$ cat src/rtl/cpu_pkg.sv
// cpu_pkg: shared definitions for the ALU issue/writeback controller.
//   - DW: datapath width (must match the ALU)
//   - OP_*: 4-bit instruction opcodes
//   - *_LSB: bit offsets of the instruction fields
//   - state_t: controller FSM states
//   - is_alu_op(): true for opcodes that go through the ALU
package cpu_pkg;

  localparam int DW = 8;

  localparam logic [3:0] OP_AND   = 4'd0;
  localparam logic [3:0] OP_OR    = 4'd1;
  localparam logic [3:0] OP_ADD   = 4'd2;
  localparam logic [3:0] OP_SUB   = 4'd3;
  localparam logic [3:0] OP_XOR   = 4'd4;
  localparam logic [3:0] OP_LOADI = 4'd5;

  // Instruction layout: [15:12] op, [11:10] rd, [9:8] rs1, [7:6] rs2, [7:0] imm8
  localparam int OP_LSB  = 12;
  localparam int OP_W    = 4;
  localparam int RD_LSB  = 10;
  localparam int RS1_LSB = 8;
  localparam int RS2_LSB = 6;
  localparam int IMM_LSB = 0;

  typedef enum logic [1:0] {
    IDLE   = 2'd0,
    DECODE = 2'd1,
    EXEC   = 2'd2,
    WB     = 2'd3
  } state_t;

  function automatic logic is_alu_op(input logic [3:0] op);
    return (op <= OP_XOR);
  endfunction

endpackage

$ cat src/rtl/alu_regfile.sv
// alu_regfile: small architectural register file.
//   clk, rst         : clock, asynchronous active-high reset (clears all entries)
//   we/waddr/wdata   : synchronous write port
//   raddr_a/rdata_a  : combinational read port A
//   raddr_b/rdata_b  : combinational read port B
//   dbg_sel/dbg_data : combinational debug read port
module alu_regfile #(
  parameter int NREGS = 4,
  parameter int DW    = 8,
  parameter int AW    = $clog2(NREGS)
) (
  input  logic          clk,
  input  logic          rst,
  input  logic          we,
  input  logic [AW-1:0] waddr,
  input  logic [DW-1:0] wdata,
  input  logic [AW-1:0] raddr_a,
  output logic [DW-1:0] rdata_a,
  input  logic [AW-1:0] raddr_b,
  output logic [DW-1:0] rdata_b,
  input  logic [AW-1:0] dbg_sel,
  output logic [DW-1:0] dbg_data
);

  logic [DW-1:0] regs_q [NREGS];

  always_ff @(posedge clk or posedge rst) begin
    if (rst) begin
      for (int i = 0; i < NREGS; i++) begin
        regs_q[i] <= '0;
      end
    end else if (we) begin
      regs_q[waddr] <= wdata;
    end
  end

  assign rdata_a  = regs_q[raddr_a];
  assign rdata_b  = regs_q[raddr_b];
  assign dbg_data = regs_q[dbg_sel];

endmodule

$ cat src/rtl/alu_issue_ctrl.sv
// alu_issue_ctrl: serial issue/writeback controller placed in front of an
// external combinational ALU.
//   clk, rst                 : clock, asynchronous active-high reset
//   in_valid/in_instr/in_ready : instruction handshake (one in flight at a time)
//   alu_opcode/alu_a/alu_b   : registered ALU inputs
//   alu_result, alu_zero/carry/neg : ALU outputs, captured during EXEC
//   done/err/wb_data         : retirement pulse, illegal-op flag, written value
//   flags                    : architectural {Z,C,N}
//   dbg_sel/dbg_data         : combinational register file peek
module alu_issue_ctrl
  import cpu_pkg::*;
#(
  parameter int NREGS = 4,
  parameter int DW    = cpu_pkg::DW
) (
  input  logic          clk,
  input  logic          rst,
  input  logic          in_valid,
  input  logic [15:0]   in_instr,
  output logic          in_ready,
  output logic [7:0]    alu_opcode,
  output logic [DW-1:0] alu_a,
  output logic [DW-1:0] alu_b,
  input  logic [DW-1:0] alu_result,
  input  logic          alu_zero,
  input  logic          alu_carry,
  input  logic          alu_neg,
  output logic          done,
  output logic          err,
  output logic [DW-1:0] wb_data,
  output logic [2:0]    flags,
  input  logic [1:0]    dbg_sel,
  output logic [DW-1:0] dbg_data
);

  localparam int AW = $clog2(NREGS);

  state_t        state_q, state_d;
  logic [15:0]   instr_q, instr_d;
  logic [7:0]    alu_opcode_q, alu_opcode_d;
  logic [DW-1:0] alu_a_q, alu_a_d;
  logic [DW-1:0] alu_b_q, alu_b_d;
  logic [DW-1:0] res_q, res_d;      // ALU result captured in EXEC
  logic [2:0]    cflags_q, cflags_d; // ALU flags captured in EXEC
  logic [2:0]    flags_q, flags_d;

  logic [OP_W-1:0] op;
  logic [AW-1:0]   rd, rs1, rs2;
  logic [DW-1:0]   imm;
  logic [DW-1:0]   rdata_a, rdata_b;
  logic            rf_we;
  logic [DW-1:0]   rf_wdata;

  assign op  = instr_q[OP_LSB +: OP_W];
  assign rd  = instr_q[RD_LSB +: AW];
  assign rs1 = instr_q[RS1_LSB +: AW];
  assign rs2 = instr_q[RS2_LSB +: AW];
  assign imm = instr_q[IMM_LSB +: DW];

  alu_regfile #(
    .NREGS (NREGS),
    .DW    (DW)
  ) u_regfile (
    .clk      (clk),
    .rst      (rst),
    .we       (rf_we),
    .waddr    (rd),
    .wdata    (rf_wdata),
    .raddr_a  (rs1),
    .rdata_a  (rdata_a),
    .raddr_b  (rs2),
    .rdata_b  (rdata_b),
    .dbg_sel  (dbg_sel),
    .dbg_data (dbg_data)
  );

  always_ff @(posedge clk or posedge rst) begin
    if (rst) begin
      state_q      <= IDLE;
      instr_q      <= '0;
      alu_opcode_q <= '0;
      alu_a_q      <= '0;
      alu_b_q      <= '0;
      res_q        <= '0;
      cflags_q     <= '0;
      flags_q      <= '0;
    end else begin
      state_q      <= state_d;
      instr_q      <= instr_d;
      alu_opcode_q <= alu_opcode_d;
      alu_a_q      <= alu_a_d;
      alu_b_q      <= alu_b_d;
      res_q        <= res_d;
      cflags_q     <= cflags_d;
      flags_q      <= flags_d;
    end
  end

  always_comb begin
    state_d      = state_q;
    instr_d      = instr_q;
    alu_opcode_d = alu_opcode_q;
    alu_a_d      = alu_a_q;
    alu_b_d      = alu_b_q;
    res_d        = res_q;
    cflags_d     = cflags_q;
    flags_d      = flags_q;
    in_ready     = 1'b0;
    done         = 1'b0;
    err          = 1'b0;
    wb_data      = '0;
    rf_we        = 1'b0;
    rf_wdata     = '0;

    unique case (state_q)
      IDLE: begin
        // Reset forces IDLE asynchronously; keep ready low until it is released.
        in_ready = !rst;
        if (in_valid && !rst) begin
          instr_d = in_instr;
          state_d = DECODE;
        end
      end
      DECODE: begin
        // Operands are sampled here, so rd==rs reads the pre-write value.
        alu_opcode_d = 8'(op);
        alu_a_d      = rdata_a;
        alu_b_d      = rdata_b;
        state_d      = is_alu_op(op) ? EXEC : WB;
      end
      EXEC: begin
        res_d    = alu_result;
        cflags_d = {alu_zero, alu_carry, alu_neg};
        state_d  = WB;
      end
      WB: begin
        done = 1'b1;
        if (is_alu_op(op)) begin
          rf_we    = 1'b1;
          rf_wdata = res_q;
          wb_data  = res_q;
          flags_d  = cflags_q;
        end else if (op == OP_LOADI) begin
          rf_we    = 1'b1;
          rf_wdata = imm;
          wb_data  = imm;
        end else begin
          err = 1'b1;
        end
        state_d = IDLE;
      end
      default: state_d = IDLE;
    endcase
  end

  assign alu_opcode = alu_opcode_q;
  assign alu_a      = alu_a_q;
  assign alu_b      = alu_b_q;
  assign flags      = flags_q;

endmodule
$ cat config.mk
export PLATFORM = sky130hd
export DESIGN_NAME = alu_issue_ctrl
export DESIGN_NICKNAME = d
export VERILOG_FILES = /design/src/rtl/cpu_pkg.sv /design/src/rtl/alu_regfile.sv /design/src/rtl/alu_issue_ctrl.sv
export SDC_FILE = /design/constraint.sdc
export NUM_CORES = 1
export LEC_CHECK = 0
export CORE_MARGIN = 4
export CORE_UTILIZATION = 56
export DETAILED_ROUTE_END_ITERATION = 10
export PLACE_DENSITY = 0.95
export SLEW_MARGIN = 0
export SYNTH_ARGS = -nofsm -noshare
export SYNTH_HDL_FRONTEND = slang
export SYNTH_SLANG_ARGS = --single-unit
$ cat constraint.sdc
create_clock -name clk -period 7.8 [get_ports clk]
set_clock_uncertainty 0.05 [all_clocks]
set_input_delay 1.56 -clock clk [delete_from_list [all_inputs] [get_ports clk]]
set_output_delay 1.56 -clock clk [all_outputs]
set_load 0.02 [all_outputs]
==> results of run 1 <==
==> logic make-up (layout without fill, tap and decap cells) <==
group	after synthesis	in the layout	share of synthesized area, %
AND/OR/NAND/NOR	36	36	5.50
AO/OA/AOI/OAI	35	35	6.46
other	1	4	0.0897
flip-flops	84	84	50.3
multiplexers	96	96	32.6
buffers and inverters	32	100	3.62
adder cells (fa/ha/maj)	5	5	1.50
==> stage by stage <==
step                      util (%)  power [uW]
after global placement        68.2        1820
after CTS                     71.2        2230
after global routing          71.2        2360
final                         71.2        2220
after detailed placement      68.2        1890
after floorplan                  -        1540
==> synthesized netlist by cell type (all sizes together) <==
cell type | instances | area (um2)
dfrtp | 84 | 2100
mux2 | 72 | 822
mux4 | 24 | 541
o21ai | 14 | 70.1
buf | 13 | 77.6
inv | 10 | 37.5
clkbuf | 9 | 36.3
nand2 | 9 | 33.8
and3 | 6 | 37.5
o32ai | 6 | 75.1
ha | 5 | 62.6
nand3 | 5 | 45.0
o2bb2ai | 5 | 43.8
o2111ai | 4 | 35.0
nand2b | 3 | 18.8
nor2 | 3 | 11.3
nor2b | 3 | 18.8
nand3b | 2 | 15.0
a211oi | 1 | 7.51
a21oi | 1 | 8.76
a22oi | 1 | 7.51
and2 | 1 | 6.26
and2b | 1 | 7.51
conb | 1 | 3.75
nand4b | 1 | 8.76
nor3 | 1 | 16.3
o21a | 1 | 7.51
o22ai | 1 | 6.26
o311ai | 1 | 8.76
or3b | 1 | 11.3
==> layer usage <==
metal  part of all wire (%)  vias to the layer above  global-route usage [%]  wire length [um]
met5                      0                        -                       0                 0
met4                    1.7                        0                    7.82               158
met3                    6.2                       20                    5.34               581
met2                     52                      123                    39.7              4820
met1                     40                     1436                    28.3              3760
li1                       -                     1213                       -                 -
==> flip-flops by register name (all words and copies together) (netlist names) <==
name and count:
state_q 2, flags 3, alu_b 8, alu_a 8, cflags_q 3, alu_opcode 4, u_regfile.regs_q 32, res_q 8
instr_q 16
==> how the worst min path moves through the flow <==
stage                                   to  cells after the start               startpoint
floorplan           instr_q[4]$_DFFE_PP0P_                      1   instr_q[4]$_DFFE_PP0P_
global placement    instr_q[0]$_DFFE_PP0P_                      1   instr_q[0]$_DFFE_PP0P_
detailed placement  instr_q[2]$_DFFE_PP0P_                      1   instr_q[2]$_DFFE_PP0P_
CTS                   flags[1]$_DFFE_PP0P_                      1  cflags_q[1]$_DFFE_PP0N_
global route          flags[1]$_DFFE_PP0P_                      1  cflags_q[1]$_DFFE_PP0N_
finish                flags[1]$_DFFE_PP0P_                      1  cflags_q[1]$_DFFE_PP0N_
==> report_power, final <==
group	switching, uW	total, uW	leakage, uW	internal, uW
Sequential	226	859	0.00105	633
Clock	156	344	0.000107	189
Combinational	449	1020	0.00102	571
==> critical path: cells and delay by family <==
kind                   cells  cell delay (ps)
multiplexers               1              600
buffers and inverters      2             1430
==> cells in the final DEF, fill, tap and decap left out, types with 2 or more instances in the layout <==
cell,netlist,final
sky130_fd_sc_hd__bufinv_16,0,2
sky130_fd_sc_hd__mux2_4,3,3
sky130_fd_sc_hd__clkbuf_8,0,10
sky130_fd_sc_hd__o32ai_1,3,3
sky130_fd_sc_hd__clkinv_2,0,2
sky130_fd_sc_hd__nand3_2,4,4
sky130_fd_sc_hd__ha_1,5,5
sky130_fd_sc_hd__o2111ai_1,4,4
sky130_fd_sc_hd__o21ai_0,14,14
sky130_fd_sc_hd__nor2_1,3,3
sky130_fd_sc_hd__mux2_2,69,69
sky130_fd_sc_hd__and3_1,6,6
sky130_fd_sc_hd__nand2b_1,3,3
sky130_fd_sc_hd__o32ai_2,3,3
sky130_fd_sc_hd__nand3b_1,2,2
sky130_fd_sc_hd__clkbuf_1,7,2
sky130_fd_sc_hd__dfrtp_1,84,84
sky130_fd_sc_hd__clkdlybuf4s50_1,0,73
sky130_fd_sc_hd__nor2b_1,3,3
sky130_fd_sc_hd__conb_1,1,4
sky130_fd_sc_hd__nand2_1,9,9
sky130_fd_sc_hd__mux4_2,24,24
sky130_fd_sc_hd__o2bb2ai_1,5,5
sky130_fd_sc_hd__inv_1,10,9
==> area by class of cell <==
cell class | instances | area [um2] | share of cell area [%]
inverter | 10 | 38.8 | 0.752
tap | 99 | 124 | 2.40
clock buffer | 12 | 145 | 2.81
sequential | 84 | 2100 | 40.7
clock inverter | 4 | 72.6 | 1.41
timing repair buffer | 74 | 738 | 14.3
multi-input combinational | 176 | 1940 | 37.6
==> parameters.txt, run 1 <==
Parameter                              Value

Outcome
  Status ... complete, no violations

Setup path
  Arrival time of data at the critical path endpoint ... about 3600 ps
  Critical setup path kind ... input pin to output port
  Capturing point of the worst reg2reg path ... u_regfile.regs_q[20]$_DFFE_PP0P_
  Number of cells on the worst reg-to-reg path ... 3
  End point of the critical path ... dbg_data[5]
  Required time reported for the critical path endpoint ... 6190 ps
  Crit path cell chain ... clkdlybuf4s50_1 > mux4_2 > clkdlybuf4s50_1
  Slowest cell delay on critical path ... between 800 and 900 ps
  R2R Setup Slk ... 5520 ps
  Critical path launch point type ... input pin
  Launching point of the worst reg2reg path ... instr_q[15]$_DFFE_PP0P_
  CP Capture Type ... output port
  Master of the slowest instance on the critical path ... sky130_fd_sc_hd__clkdlybuf4s50_1
  Critical path startpoint ... dbg_sel[0]
  Critical path peak fanout ... 8
  CP most frequent cell ... sky130_fd_sc_hd__clkdlybuf4s50_1

CTS
  Number of clock sinks seen by CTS ... 84
  Post-CTS Resized ... 0
  Clock-pin slew of the registers on the worst-case setup and hold paths ... 80 ps
  CTS Hold Buffers Added ... 0
  Clock Latency Late Sink ... roughly 360 ps
  Clock Tree Root ... sky130_fd_sc_hd__clkbuf_8
  H-Tree Level Count ... 3
  CTS tree ... yes
  Number of buffers inserted to repair setup after CTS ... 0
  Clock Tree Buf Depth ... 2
  Number of CTS-inserted buffers ... 9

Placement
  Count of buffers from port buffering ... between 70 and 80
  Worst Setup Slack post-DPL ... ~2600 ps
  Instance area at placement ... approximately 4900 um2
  Number of instances in the placed design ... between 400 and 500
  Post-detail-place hpwl ... 6.54 mm
  RePlAce Congestion ... ~0.81

Routing
  Count of antenna-violating nets left after detailed routing ... 0
  Ratio of routed vias to standard cells ... approximately 6.1
  Remaining design rule violation count ... 0
  Detailed Route Iter0 Violations ... 138
  Vias ... around 2800
  Final WL ... just over 9 mm
  Wire per inst ... 20.3 um
  Detailed-routing iteration count for the pre-antenna-repair pass ... 4

Die
  Core area ... 7250 um2
  Chip width ... 94.4 um
  Number of I/O pins ... 78
  Site Rows ... 31
  Starting utilization of the core area ... 57.7%
  Area enclosed by the die boundary ... about 9000 um2
  Vertical die dimension ... about 94 um

Timing
  Transition time of the tightest slew-check pin ... ~1000 ps
  Final Hold Violating Endpoints ... 0
  Minimum hold slack ... around 460 ps
  Maximum operating frequency ... approximately 190 MHz
  Slew Viols, Final ... 0
  Final worst-path cycle share ... 66.6%
  Unrepaired setup endpoints after global routing ... false
  Summed negative setup slack over all endpoints ... 0 ps
  Final count of negative-setup-slack endpoints ... 0
  Slew Limit Headroom ... around 31%
  Worst-case setup margin in the final layout ... 2610 ps
  Final Critical Period ... between 5000 and 6000 ps

Global route
  Vias in the first global route ... approximately 2900
  Antenna violations before repair ... 0
  Total congestion overflow after global routing ... 0
  Global-route wire length before repair ... approximately 15 mm
  Maximum number of pins on one net before global-route repair ... 85
  Overall Global Routing Usage ... ~23%

Yosys
  Ys Warns ... 0
  Synthesized netlist cell count ... slightly below 300
  Flops & latches, synth ... 84
  Count of unique library cells instantiated by Yosys ... 36
  Area of the mapped netlist ... 4180 um2
  Fraction of the yosys area taken by sequential cells ... around 50%
  Mapped Avg Cell Area ... approximately 14 um2

Cells and area
  Antenna cells ... 0
  Finished Layout Cells ... approximately 460
  Count of filler cells inserted in the layout ... about 500
  Post-layout instance area ... 5160 um2
  Area growth from synthesis to layout ... 23.4%
  Total number of nets in the final design ... 392
  Fraction of layout cells with a size suffix above 1 ... 33.9%

Power
  Ratio of total power to cell area ... between 400 and 500 nW/um2
  Leak ... about 0.0022 uW
  VDD IR max ... between 0.0002 and 0.00025 V

Min path
  Worst hold path type ... flip-flop to flip-flop

Job
  Max capacitance violation total ... 0
(Power assumes the default switching activity.)
==> inputs of run 2 (changes only) <==
- CORE_UTILIZATION: 56 -> 47
- PLACE_DENSITY: 0.95 -> 0.86
- clock period: 7.8 -> 4.4 ns (I/O delays scaled with it)
==> run 2 against run 1 <==
Effect of this change: combinational power up 78%; highest routed layer unchanged; critical endpoint is now wb_data[5]; setup slack worse by 2000 ps; register-to-register slack worse by 3200 ps; largest power group unchanged; largest cell class unchanged; die area up 17%.
==> parameters.txt, run 2 (synthesis results as in run 1) <==
Parameter                              Value

Setup path
  Launching point of the worst reg2reg path ... state_q[1]$_DFFE_PP0P_
  Critical setup path kind ... flip-flop to output port
  Critical path startpoint ... instr_q[12]$_DFFE_PP0P_
  Critical path peak fanout ... 14 (+6)
  CP Capture Type ... output port
  Required time reported for the critical path endpoint ... 3470 ps (-2720 ps)
  Critical path launch point type ... flip-flop
  Arrival time of data at the critical path endpoint ... 2820 ps (-760 ps)

CTS
  Clock Tree Root ... sky130_fd_sc_hd__clkbuf_8
  Clock-pin slew of the registers on the worst-case setup and hold paths ... 80 ps (about the same)
  Clock Latency Late Sink ... 360 ps (about the same)
  Number of CTS-inserted buffers ... 9 (unchanged)
  H-Tree Level Count ... 3 (unchanged)
  Post-CTS Resized ... 0 (unchanged)
  Number of buffers inserted to repair setup after CTS ... 0 (unchanged)
  CTS Hold Buffers Added ... 0 (unchanged)
  CTS tree ... yes
  Number of clock sinks seen by CTS ... 84 (unchanged)
  Clock Tree Buf Depth ... 2 (unchanged)

Placement
  Post-detail-place hpwl ... 6.70 mm (+2.5%)
  RePlAce Congestion ... 0.788 (-2.4%)
  Count of buffers from port buffering ... 73 (unchanged)
  Worst Setup Slack post-DPL ... 798 ps (-1780 ps)

Min path
  Worst hold path type ... flip-flop to flip-flop
  Hold path startpoint ... flags[0]$_DFFE_PP0P_

Outcome
  Status ... complete, no violations

Timing
  Minimum hold slack ... 461 ps (+4.37 ps)
  Final Critical Period ... between 3000 and 4000 ps
  Slew Viols, Final ... 0 (unchanged)
  Final worst-path cycle share ... a little under nine tenths
  Maximum operating frequency ... 267 MHz
  Unrepaired setup endpoints after global routing ... false
  Final count of negative-setup-slack endpoints ... 0 (unchanged)
  Slew Limit Headroom ... 31.8% (+0.99 points)
  Summed negative setup slack over all endpoints ... 0 ps (unchanged)
  Final Hold Violating Endpoints ... 0 (unchanged)
  Worst-case setup margin in the final layout ... 651 ps (-1960 ps)
  Transition time of the tightest slew-check pin ... 1020 ps (-14.8 ps)

Global route
  Total congestion overflow after global routing ... 0 (unchanged)
  Vias in the first global route ... 2839 (-3.0%)
  Antenna violations before repair ... 0 (unchanged)
  Overall Global Routing Usage ... 19.3% (-3.6 points)
  Maximum number of pins on one net before global-route repair ... 48 (-44%)
  Global-route wire length before repair ... 15.2 mm (-0.59%)

Power
  Leak ... 0.00219 uW (+0.49%)
  VDD IR max ... 0.000286 V (+24%)
  Ratio of total power to cell area ... 753 nW/um2 (+75%)

Cells and area
  Fraction of layout cells with a size suffix above 1 ... 34.3% (+0.37 points)
  Total number of nets in the final design ... 395 (+0.77%)
  Area growth from synthesis to layout ... 23.8%
  Fin util ... 59.7% (-11 points)
  Commonest cells after routing, fill and taps aside ... 84 x sky130_fd_sc_hd__dfrtp_1, 73 x sky130_fd_sc_hd__clkdlybuf4s50_1, 69 x sky130_fd_sc_hd__mux2_2
  Register name with the most flops ... u_regfile.regs_q
  Flip-flop count of the largest register after layout ... 32 (unchanged)
  Most common cell after layout, fill and taps aside ... sky130_fd_sc_hd__dfrtp_1
  Largest registers ... u_regfile.regs_q (32), instr_q (16)
  Antenna cells ... 0 (unchanged)

Routing
  Remaining design rule violation count ... 0 (unchanged)
  Wire per inst ... 19.9 um (-2.1%)
  Detailed Route Iter0 Violations ... 121 (-12%)
  Vias ... 2735 (-2.0%)
  Ratio of routed vias to standard cells ... 5.82 (-4.3%)
  Detailed-routing iteration count for the pre-antenna-repair pass ... 4 (unchanged)
  Final WL ... 9.33 mm (+0.20%)
  Count of antenna-violating nets left after detailed routing ... 0 (unchanged)

Die
  Number of I/O pins ... 78 (unchanged)
  Core area ... 8680 um2 (+20%)
  Chip width ... 102 um (+8.4%)
  Site Rows ... 34 (+9.7%)
  Vertical die dimension ... 102 um (+8.4%)
  Starting utilization of the core area ... 48.2% (-9.5 points)
  Area enclosed by the die boundary ... 10500 um2 (+17%)

Job
  Max capacitance violation total ... 0 (unchanged)
## run 2: stage by stage
step | cells | instance area (um2) | power [uW]
final | 470 | 5180 | 3900
after global placement | 455 | 4980 | 3260
after CTS | 470 | 5180 | 3930
after global routing | 470 | 5180 | 4150
after detailed placement | 455 | 4980 | 3350
after floorplan | 292 | 4190 | 2720
## run 2: area by class of cell
type	count	area, um2
Clock buffer	14	173
Clock inverter	1	30.0
Fill cell	663	3500
Inverter	10	38.8
Multi-Input combinational cell	176	1940
Sequential cell	84	2100
Tap cell	108	135
Timing Repair Buffer	77	761
## run 2: layer usage
layer | global-route usage [%] | wire length (um) | share of wire [%]
met1 | 26.0 | 4030 | 43
met2 | 31.6 | 4620 | 50
met4 | 5.35 | 91 | 0.98
met3 | 4.64 | 585 | 6.3
met5 | 0 | 0 | 0
## run 2: report_power, final
group	switching [uW]	total (uW)	internal (uW)
clock	259	566	307
combinational	797	1820	1020
sequential	396	1520	1120
## run 2: critical path, stage by stage (launching register included)
cell	delay, ps
sky130_fd_sc_hd__dfrtp_1	480
sky130_fd_sc_hd__o21a_1	410
sky130_fd_sc_hd__o32ai_1	700
sky130_fd_sc_hd__and3_1	260
sky130_fd_sc_hd__clkdlybuf4s50_1	600
## run 2: final timing paths
path | to | slack (ps) | cells after the start
worst max-delay path | wb_data[5] | 650 | 4
worst min register to register | flags[0]$_DFFE_PP0P_ | 460 | 1
max in group asynchronous | u_regfile.regs_q[26]$_DFFE_PP0P_ | 2670 | 3
worst max register to register | instr_q[7]$_DFFE_PP0P_ | 2290 | 5
min in group asynchronous | state_q[1]$_DFFE_PP0P_ | 760 | 2
worst min-delay path | flags[0]$_DFFE_PP0P_ | 460 | 1
